**config.mk**
```make
export PLATFORM = sky130hd
export DESIGN_NAME = uart_alu_sequencer_flat
export DESIGN_NICKNAME = d
export VERILOG_FILES = /design/src/rtl/uart_alu_pkg.sv /design/src/rtl/uart_alu_sequencer_if.sv /design/src/rtl/uart_alu_gap_timer.sv /design/src/rtl/uart_alu_sequencer.sv /design/src/flat_wrapper.sv
export SDC_FILE = /design/constraint.sdc
export NUM_CORES = 1
export LEC_CHECK = 0
export ABC_AREA = 0
export CAP_MARGIN = 5
export CORE_MARGIN = 10
export CORE_UTILIZATION = 43
export DETAILED_ROUTE_END_ITERATION = 8
export PLACE_DENSITY = 0.82
export SLEW_MARGIN = 20
export SYNTH_ARGS = -nofsm -noshare
export SYNTH_HDL_FRONTEND = slang
export SYNTH_HIERARCHICAL = 1
export SYNTH_SLANG_ARGS = --single-unit
```
**constraint.sdc**
```tcl
create_clock -name i_clock -period 1.95 [get_ports i_clock]
set_input_delay 0.2925 -clock i_clock [delete_from_list [all_inputs] [get_ports i_clock]]
set_output_delay 0.2925 -clock i_clock [all_outputs]
set_load 0.05 [all_outputs]
```
**src/rtl/uart_alu_pkg.sv**
```systemverilog
// Shared definitions for the UART/ALU datapath: sequencer state encoding,
// ALU opcode constants and a counter-width helper.
package uart_alu_pkg;

    localparam int unsigned NB_STATE  = 3;
    localparam int unsigned NB_OPCODE = 6;

    typedef logic [NB_STATE-1:0] state_t;

    localparam state_t WAIT_A  = 3'd0;
    localparam state_t WAIT_B  = 3'd1;
    localparam state_t WAIT_OP = 3'd2;
    localparam state_t EXEC    = 3'd3;
    localparam state_t WAIT_TX = 3'd4;

    localparam logic [NB_OPCODE-1:0] OP_ADD = 6'b100000;
    localparam logic [NB_OPCODE-1:0] OP_SUB = 6'b100010;
    localparam logic [NB_OPCODE-1:0] OP_AND = 6'b100100;
    localparam logic [NB_OPCODE-1:0] OP_OR  = 6'b100101;
    localparam logic [NB_OPCODE-1:0] OP_XOR = 6'b100110;
    localparam logic [NB_OPCODE-1:0] OP_NOR = 6'b100111;
    localparam logic [NB_OPCODE-1:0] OP_SRA = 6'b000011;
    localparam logic [NB_OPCODE-1:0] OP_SRL = 6'b000010;

    // Bits needed to count 0..n-1, never less than one.
    function automatic int unsigned cnt_width(input int unsigned n);
        return (n > 1) ? $clog2(n) : 1;
    endfunction

endpackage

```
**src/rtl/uart_alu_sequencer_if.sv**
```systemverilog
// Bundle between the sequencer and the rx_uart/tx_uart/ALU datapath.
// master: the sequencer; slave: the datapath side.
interface uart_alu_sequencer_if #(
    parameter int unsigned NB_DATA = 8,
    parameter int unsigned NB_OP   = 6
);
    logic [NB_DATA-1:0] i_rx_data;
    logic               i_rx_done_tick;
    logic               i_tx_done_tick;
    logic [NB_DATA-1:0] i_alu_result;
    logic [NB_DATA-1:0] o_alu_data_a;
    logic [NB_DATA-1:0] o_alu_data_b;
    logic [NB_OP-1:0]   o_alu_op;
    logic [NB_DATA-1:0] o_tx_data;
    logic               o_tx_start;
    logic               o_busy;
    logic               o_overrun;
    logic               o_timeout;

    modport master (
        input  i_rx_data, i_rx_done_tick, i_tx_done_tick, i_alu_result,
        output o_alu_data_a, o_alu_data_b, o_alu_op, o_tx_data,
               o_tx_start, o_busy, o_overrun, o_timeout
    );

    modport slave (
        output i_rx_data, i_rx_done_tick, i_tx_done_tick, i_alu_result,
        input  o_alu_data_a, o_alu_data_b, o_alu_op, o_tx_data,
               o_tx_start, o_busy, o_overrun, o_timeout
    );
endinterface

```
**src/rtl/uart_alu_gap_timer.sv**
```systemverilog
// Inter-byte gap counter: cleared by i_clear or while disabled, counts while
// enabled and holds at TICKS-1, where o_expire_c is raised.
module uart_alu_gap_timer
    import uart_alu_pkg::*;
#(
    parameter int unsigned TICKS = 1000000
) (
    input  logic i_clock,
    input  logic i_reset,
    input  logic i_clear,
    input  logic i_enable,
    output logic o_expire_c
);
    localparam int unsigned NB_CNT = cnt_width(TICKS);

    logic [NB_CNT-1:0] count;

    assign o_expire_c = i_enable && (count == NB_CNT'(TICKS - 1));

    // Gap count register
    always_ff @(posedge i_clock or negedge i_reset) begin
        if (!i_reset) begin
            count <= '0;
        end else if (i_clear || !i_enable) begin
            count <= '0;
        end else if (!o_expire_c) begin
            count <= count + NB_CNT'(1);
        end
    end
endmodule

```
**src/rtl/uart_alu_sequencer.sv**
```systemverilog
// Sequencer: collects operand A, operand B and opcode bytes from rx_uart,
// runs them through the ALU and launches one tx_uart transmission of the result.
// Optional inter-byte timeout enabled by macro UART_ALU_SEQ_TIMEOUT_EN.
module uart_alu_sequencer
    import uart_alu_pkg::*;
#(
    parameter int unsigned NB_DATA       = 8,
    parameter int unsigned NB_OP         = 6,
    parameter int unsigned TIMEOUT_TICKS = 1000000
) (
    input  logic                 i_clock,
    input  logic                 i_reset,
    uart_alu_sequencer_if.master bus
);
    if (TIMEOUT_TICKS < 2) begin : g_bad_ticks
        $error("TIMEOUT_TICKS must be at least 2");
    end

    state_t             state, state_next;
    logic               settled, settled_next;
    logic [NB_DATA-1:0] data_a, data_a_next;
    logic [NB_DATA-1:0] data_b, data_b_next;
    logic [NB_OP-1:0]   op, op_next;
    logic [NB_DATA-1:0] tx_data, tx_data_next;
    logic               tx_start, tx_start_next;
    logic               busy, busy_next;
    logic               overrun, overrun_next;
    logic               timeout, timeout_next;
    logic               expire_c;

`ifdef UART_ALU_SEQ_TIMEOUT_EN
    logic gap_en_c;
    assign gap_en_c = (state == WAIT_B) || (state == WAIT_OP);

    uart_alu_gap_timer #(
        .TICKS (TIMEOUT_TICKS)
    ) u_gap_timer (
        .i_clock    (i_clock),
        .i_reset    (i_reset),
        .i_clear    (bus.i_rx_done_tick),
        .i_enable   (gap_en_c),
        .o_expire_c (expire_c)
    );
`else
    assign expire_c = 1'b0;
`endif

    // State and output registers
    always_ff @(posedge i_clock or negedge i_reset) begin
        if (!i_reset) begin
            state    <= WAIT_A;
            settled  <= 1'b0;
            data_a   <= '0;
            data_b   <= '0;
            op       <= '0;
            tx_data  <= '0;
            tx_start <= 1'b0;
            busy     <= 1'b0;
            overrun  <= 1'b0;
            timeout  <= 1'b0;
        end else begin
            state    <= state_next;
            settled  <= settled_next;
            data_a   <= data_a_next;
            data_b   <= data_b_next;
            op       <= op_next;
            tx_data  <= tx_data_next;
            tx_start <= tx_start_next;
            busy     <= busy_next;
            overrun  <= overrun_next;
            timeout  <= timeout_next;
        end
    end

    // Next state; EXEC spends a full cycle letting the ALU settle before capture
    always_comb begin
        state_next   = state;
        settled_next = 1'b0;
        case (state)
            WAIT_A:  if (bus.i_rx_done_tick) state_next = WAIT_B;
            WAIT_B: begin
                if (bus.i_rx_done_tick) state_next = WAIT_OP;
                else if (expire_c)      state_next = WAIT_A;
            end
            WAIT_OP: begin
                if (bus.i_rx_done_tick) state_next = EXEC;
                else if (expire_c)      state_next = WAIT_A;
            end
            EXEC: begin
                if (settled) state_next   = WAIT_TX;
                else         settled_next = 1'b1;
            end
            WAIT_TX: if (bus.i_tx_done_tick) state_next = WAIT_A;
            default: state_next = WAIT_A;
        endcase
    end

    // Next values of the registered outputs
    always_comb begin
        data_a_next   = data_a;
        data_b_next   = data_b;
        op_next       = op;
        tx_data_next  = tx_data;
        tx_start_next = 1'b0;
        overrun_next  = 1'b0;
        timeout_next  = 1'b0;
        busy_next     = (state_next != WAIT_A);
        case (state)
            WAIT_A: if (bus.i_rx_done_tick) data_a_next = bus.i_rx_data;
            WAIT_B: begin
                if (bus.i_rx_done_tick) data_b_next  = bus.i_rx_data;
                else if (expire_c)      timeout_next = 1'b1;
            end
            WAIT_OP: begin
                if (bus.i_rx_done_tick) op_next      = bus.i_rx_data[NB_OP-1:0];
                else if (expire_c)      timeout_next = 1'b1;
            end
            EXEC: begin
                if (settled) begin
                    tx_data_next  = bus.i_alu_result;
                    tx_start_next = 1'b1;
                end
                if (bus.i_rx_done_tick) overrun_next = 1'b1;
            end
            WAIT_TX: if (bus.i_rx_done_tick) overrun_next = 1'b1;
            default: ;
        endcase
    end

    assign bus.o_alu_data_a = data_a;
    assign bus.o_alu_data_b = data_b;
    assign bus.o_alu_op     = op;
    assign bus.o_tx_data    = tx_data;
    assign bus.o_tx_start   = tx_start;
    assign bus.o_busy       = busy;
    assign bus.o_overrun    = overrun;
    assign bus.o_timeout    = timeout;
endmodule

```
**src/flat_wrapper.sv**
```systemverilog
// flat-port wrapper written by rule: the top's interface ports become plain ports
module uart_alu_sequencer_flat import uart_alu_pkg::*;
#(
    parameter int unsigned NB_DATA       = 8,
    parameter int unsigned NB_OP         = 6,
    parameter int unsigned TIMEOUT_TICKS = 1000000
)
  (i_clock, i_reset, bus_i_rx_data, bus_i_rx_done_tick, bus_i_tx_done_tick, bus_i_alu_result, bus_o_alu_data_a, bus_o_alu_data_b, bus_o_alu_op, bus_o_tx_data, bus_o_tx_start, bus_o_busy, bus_o_overrun, bus_o_timeout);
  uart_alu_sequencer_if #(.NB_DATA(NB_DATA), .NB_OP(NB_OP)) bus_i ();
  input  logic i_clock;
  input  logic i_reset;
  input wire logic [$bits(bus_i.i_rx_data)-1:0] bus_i_rx_data;
  input wire logic [$bits(bus_i.i_rx_done_tick)-1:0] bus_i_rx_done_tick;
  input wire logic [$bits(bus_i.i_tx_done_tick)-1:0] bus_i_tx_done_tick;
  input wire logic [$bits(bus_i.i_alu_result)-1:0] bus_i_alu_result;
  output wire logic [$bits(bus_i.o_alu_data_a)-1:0] bus_o_alu_data_a;
  output wire logic [$bits(bus_i.o_alu_data_b)-1:0] bus_o_alu_data_b;
  output wire logic [$bits(bus_i.o_alu_op)-1:0] bus_o_alu_op;
  output wire logic [$bits(bus_i.o_tx_data)-1:0] bus_o_tx_data;
  output wire logic [$bits(bus_i.o_tx_start)-1:0] bus_o_tx_start;
  output wire logic [$bits(bus_i.o_busy)-1:0] bus_o_busy;
  output wire logic [$bits(bus_i.o_overrun)-1:0] bus_o_overrun;
  output wire logic [$bits(bus_i.o_timeout)-1:0] bus_o_timeout;
  assign bus_i.i_rx_data = bus_i_rx_data;
  assign bus_i.i_rx_done_tick = bus_i_rx_done_tick;
  assign bus_i.i_tx_done_tick = bus_i_tx_done_tick;
  assign bus_i.i_alu_result = bus_i_alu_result;
  assign bus_o_alu_data_a = bus_i.o_alu_data_a;
  assign bus_o_alu_data_b = bus_i.o_alu_data_b;
  assign bus_o_alu_op = bus_i.o_alu_op;
  assign bus_o_tx_data = bus_i.o_tx_data;
  assign bus_o_tx_start = bus_i.o_tx_start;
  assign bus_o_busy = bus_i.o_busy;
  assign bus_o_overrun = bus_i.o_overrun;
  assign bus_o_timeout = bus_i.o_timeout;
  uart_alu_sequencer #(.NB_DATA(NB_DATA), .NB_OP(NB_OP), .TIMEOUT_TICKS(TIMEOUT_TICKS)) u_core (.i_clock(i_clock), .i_reset(i_reset), .bus(bus_i));
endmodule
```
==> reports/metrics.yaml <==
worstMarginPinSlew_ns: 0.790
diodes: 0
slowest_stage: "clkdlybuf4s50_1"
wl_per_cell_um: 16.7
post-route-period-util_pct: 92.4
max_freq_mhz: 555
grt_max_degree: 38
cts_tree: "done"
final_nets: 170
postCtsSetupBuffers: 0
slew-limit-headroom_pct: 47.3
syn_inst: 94
final_cell_mix: "clkdlybuf4s50_1, dfrtp_1, mux2_2"
met2_usage_pct: 17.5
start_util_pct: 44.4
root_buffer: "clkbuf_4"
maxSlewViolCount: 0
final_common_cell: "clkdlybuf4s50_1"
drv_cap: 0
crit_family: "buffers and inverters"
fp.dieH_um: 78.7
synth_area_um2: 1480
ys_seq_area_share_pct: 62.4
use_met1_pct: 10.9
gp_congestion: 0.707
numPortBuffers: 52
hold_viol: 0
design.core.area_um2: 3340
ios: 54
clock_path_buffers: 2
grtUsageTotal_pct: 10.9
std_cell_rows: 21
clk_pin_slew_worst_paths_ns: 0.10
cp_num_buf_inv: 1
gr-total-overflow: 0
clk_latency_ns: 0.33
htreeDepth: 2
setup.worst_path.class: "reg -> out"
setup_violations: 0
antenna_found_initial: 0
synthDistinctLibCells: 24
num_vias: 966
synth_seq_cells: 37
status: "completed"
grt.busiest_layer: "met2"
cts_resized: 0
dieArea_um2: 6200
areaGrowthSynthToFinish_pct: 40.3
grt_pass1_vias: 1105
drc: 0
avgSynthCellArea_um2: 15.8
yosys_warnings: 6
cts_sinks: 37
crit_chain: "clkdlybuf4s50_1"
worstPathRequired_ns: 1.66
fin_tns_setup_ns: 0
fin_skew_ns: 0.00744
critPathArrivalTime_ns: 1.51
syn_nets: 114
slowest_delay_ns: 0.82
dp_hpwl_um: 2540
drtIter0Drc: 33
period_needed_ns: 1.80
grt_pass1_wl_um: 5330
hold_buffers: 0
viasPerCell: 4.95
totalWireLength_um: 3270
rsz0062_at_grt: "no"
hold_path_class: "in -> async"
start_kind: "flip-flop"
met3_usage_pct: 8.22
drt_first_pass_iters: 4
endpoint_kind: "output port"
crit_fanout: 2
cts_buffers: 5
drive_above_1_share_pct: 30.2
drtAntennaViolNets: 0
fp.dieW_um: 78.7
per-stage QoR:
| stage | cells | utilization, % | setup WS, ns | hold WS [ns] | cell area [um^2] |
|---|---|---|---|---|---|
| after detailed placement | 189 | 61.0 | 0.160 | 0.434 | 2040 |
| after CTS | 195 | 62.3 | 0.107 | 0.0582 | 2080 |
| after floorplan | 94 | - | 0.497 | -0.00309 | 1480 |
| after global routing | 195 | 62.3 | 0.0733 | 0.0690 | 2080 |
| after global placement | 189 | 61.0 | 0.186 | 0.410 | 2040 |
| final | 195 | 62.3 | 0.149 | 0.0381 | 2080 |
final timing paths:
path                                          from                         end  slack (ns)  cells after the start
min reg2reg                u_core/bus.o_tx_data[6]     u_core/bus.o_tx_data[6]        0.51                      1
min                                        i_reset  u_core/bus.o_alu_data_b[3]        0.04                      1
max                        u_core/bus.o_tx_data[1]            bus_o_tx_data[1]        0.15                      1
max in group asynchronous                  i_reset       u_core/bus.o_tx_start        1.41                      1
max reg2reg                        u_core/state[0]  u_core/bus.o_alu_data_b[0]        0.39                      2
min in group i_clock       u_core/bus.o_tx_data[6]     u_core/bus.o_tx_data[6]        0.51                      1
state kept, by name, indices dropped and copies added, names as in the netlist:
signal	flops
u_core/bus.o_alu_op	6
u_core/bus.o_alu_data_a	8
u_core/bus.o_busy	1
u_core/settled	1
u_core/state	3
u_core/bus.o_tx_start	1
u_core/bus.o_tx_data	8
u_core/bus.o_alu_data_b	8
u_core/bus.o_overrun	1
cells by family (layout without fill, tap and decap cells):
family                 count (synthesis)  count (layout)  share of synthesized area (%)
AND/OR/NAND/NOR                       13              13                           8.35
other                                  1               1                          0.253
flip-flops                            37              37                           62.4
multiplexers                          31              31                           23.5
AO/OA/AOI/OAI                          5               5                           2.45
buffers and inverters                  7              62                           3.04
cell type report:
type | count | area [um^2]
well taps | 46 | 57.6
flip-flops and latches | 37 | 926
multi-input cells | 50 | 512
repair buffers | 55 | 538
inverters | 1 | 3.75
clock buffers | 5 | 37.5
clock inverters | 1 | 5.00
fillers | 272 | 1260
metal layers:
layer,part of all wire (%),vias to the layer above
met2,45,46
met3,14,5
met1,40,470
li1,-,445
met5,0,-
met4,1.2,0
synth_stat cells:
cell type / n / area, um^2
a21bo_2: 1 / 10.0
a21boi_0: 1 / 7.51
a21oi_1: 1 / 5.00
a22o_1: 1 / 8.76
and4bb_2: 1 / 12.5
buf_2: 3 / 15.0
buf_4: 2 / 15.0
buf_6: 1 / 11.3
conb_1: 1 / 3.75
dfrtp_1: 37 / 926
inv_1: 1 / 3.75
mux2_2: 30 / 338
mux2i_1: 1 / 10.0
nand2_1: 1 / 3.75
nand3b_1: 2 / 15.0
nand4b_2: 1 / 15.0
nor2_1: 1 / 3.75
nor2b_1: 1 / 6.26
nor3_1: 1 / 5.00
nor4b_4: 1 / 23.8
nor4bb_1: 2 / 20.0
o21ai_0: 1 / 5.00
or3b_2: 1 / 8.76
or4b_1: 1 / 10.0
worst reg2reg max path: stages, from the launching register on:
cell	delay, ns
dfrtp_1	0.62
and4bb_2	0.46
mux2_2	0.38
Power is left out: the tool's default activity adds up to more than one toggle a clock period on the data nets, which glitch-free logic cannot reach.
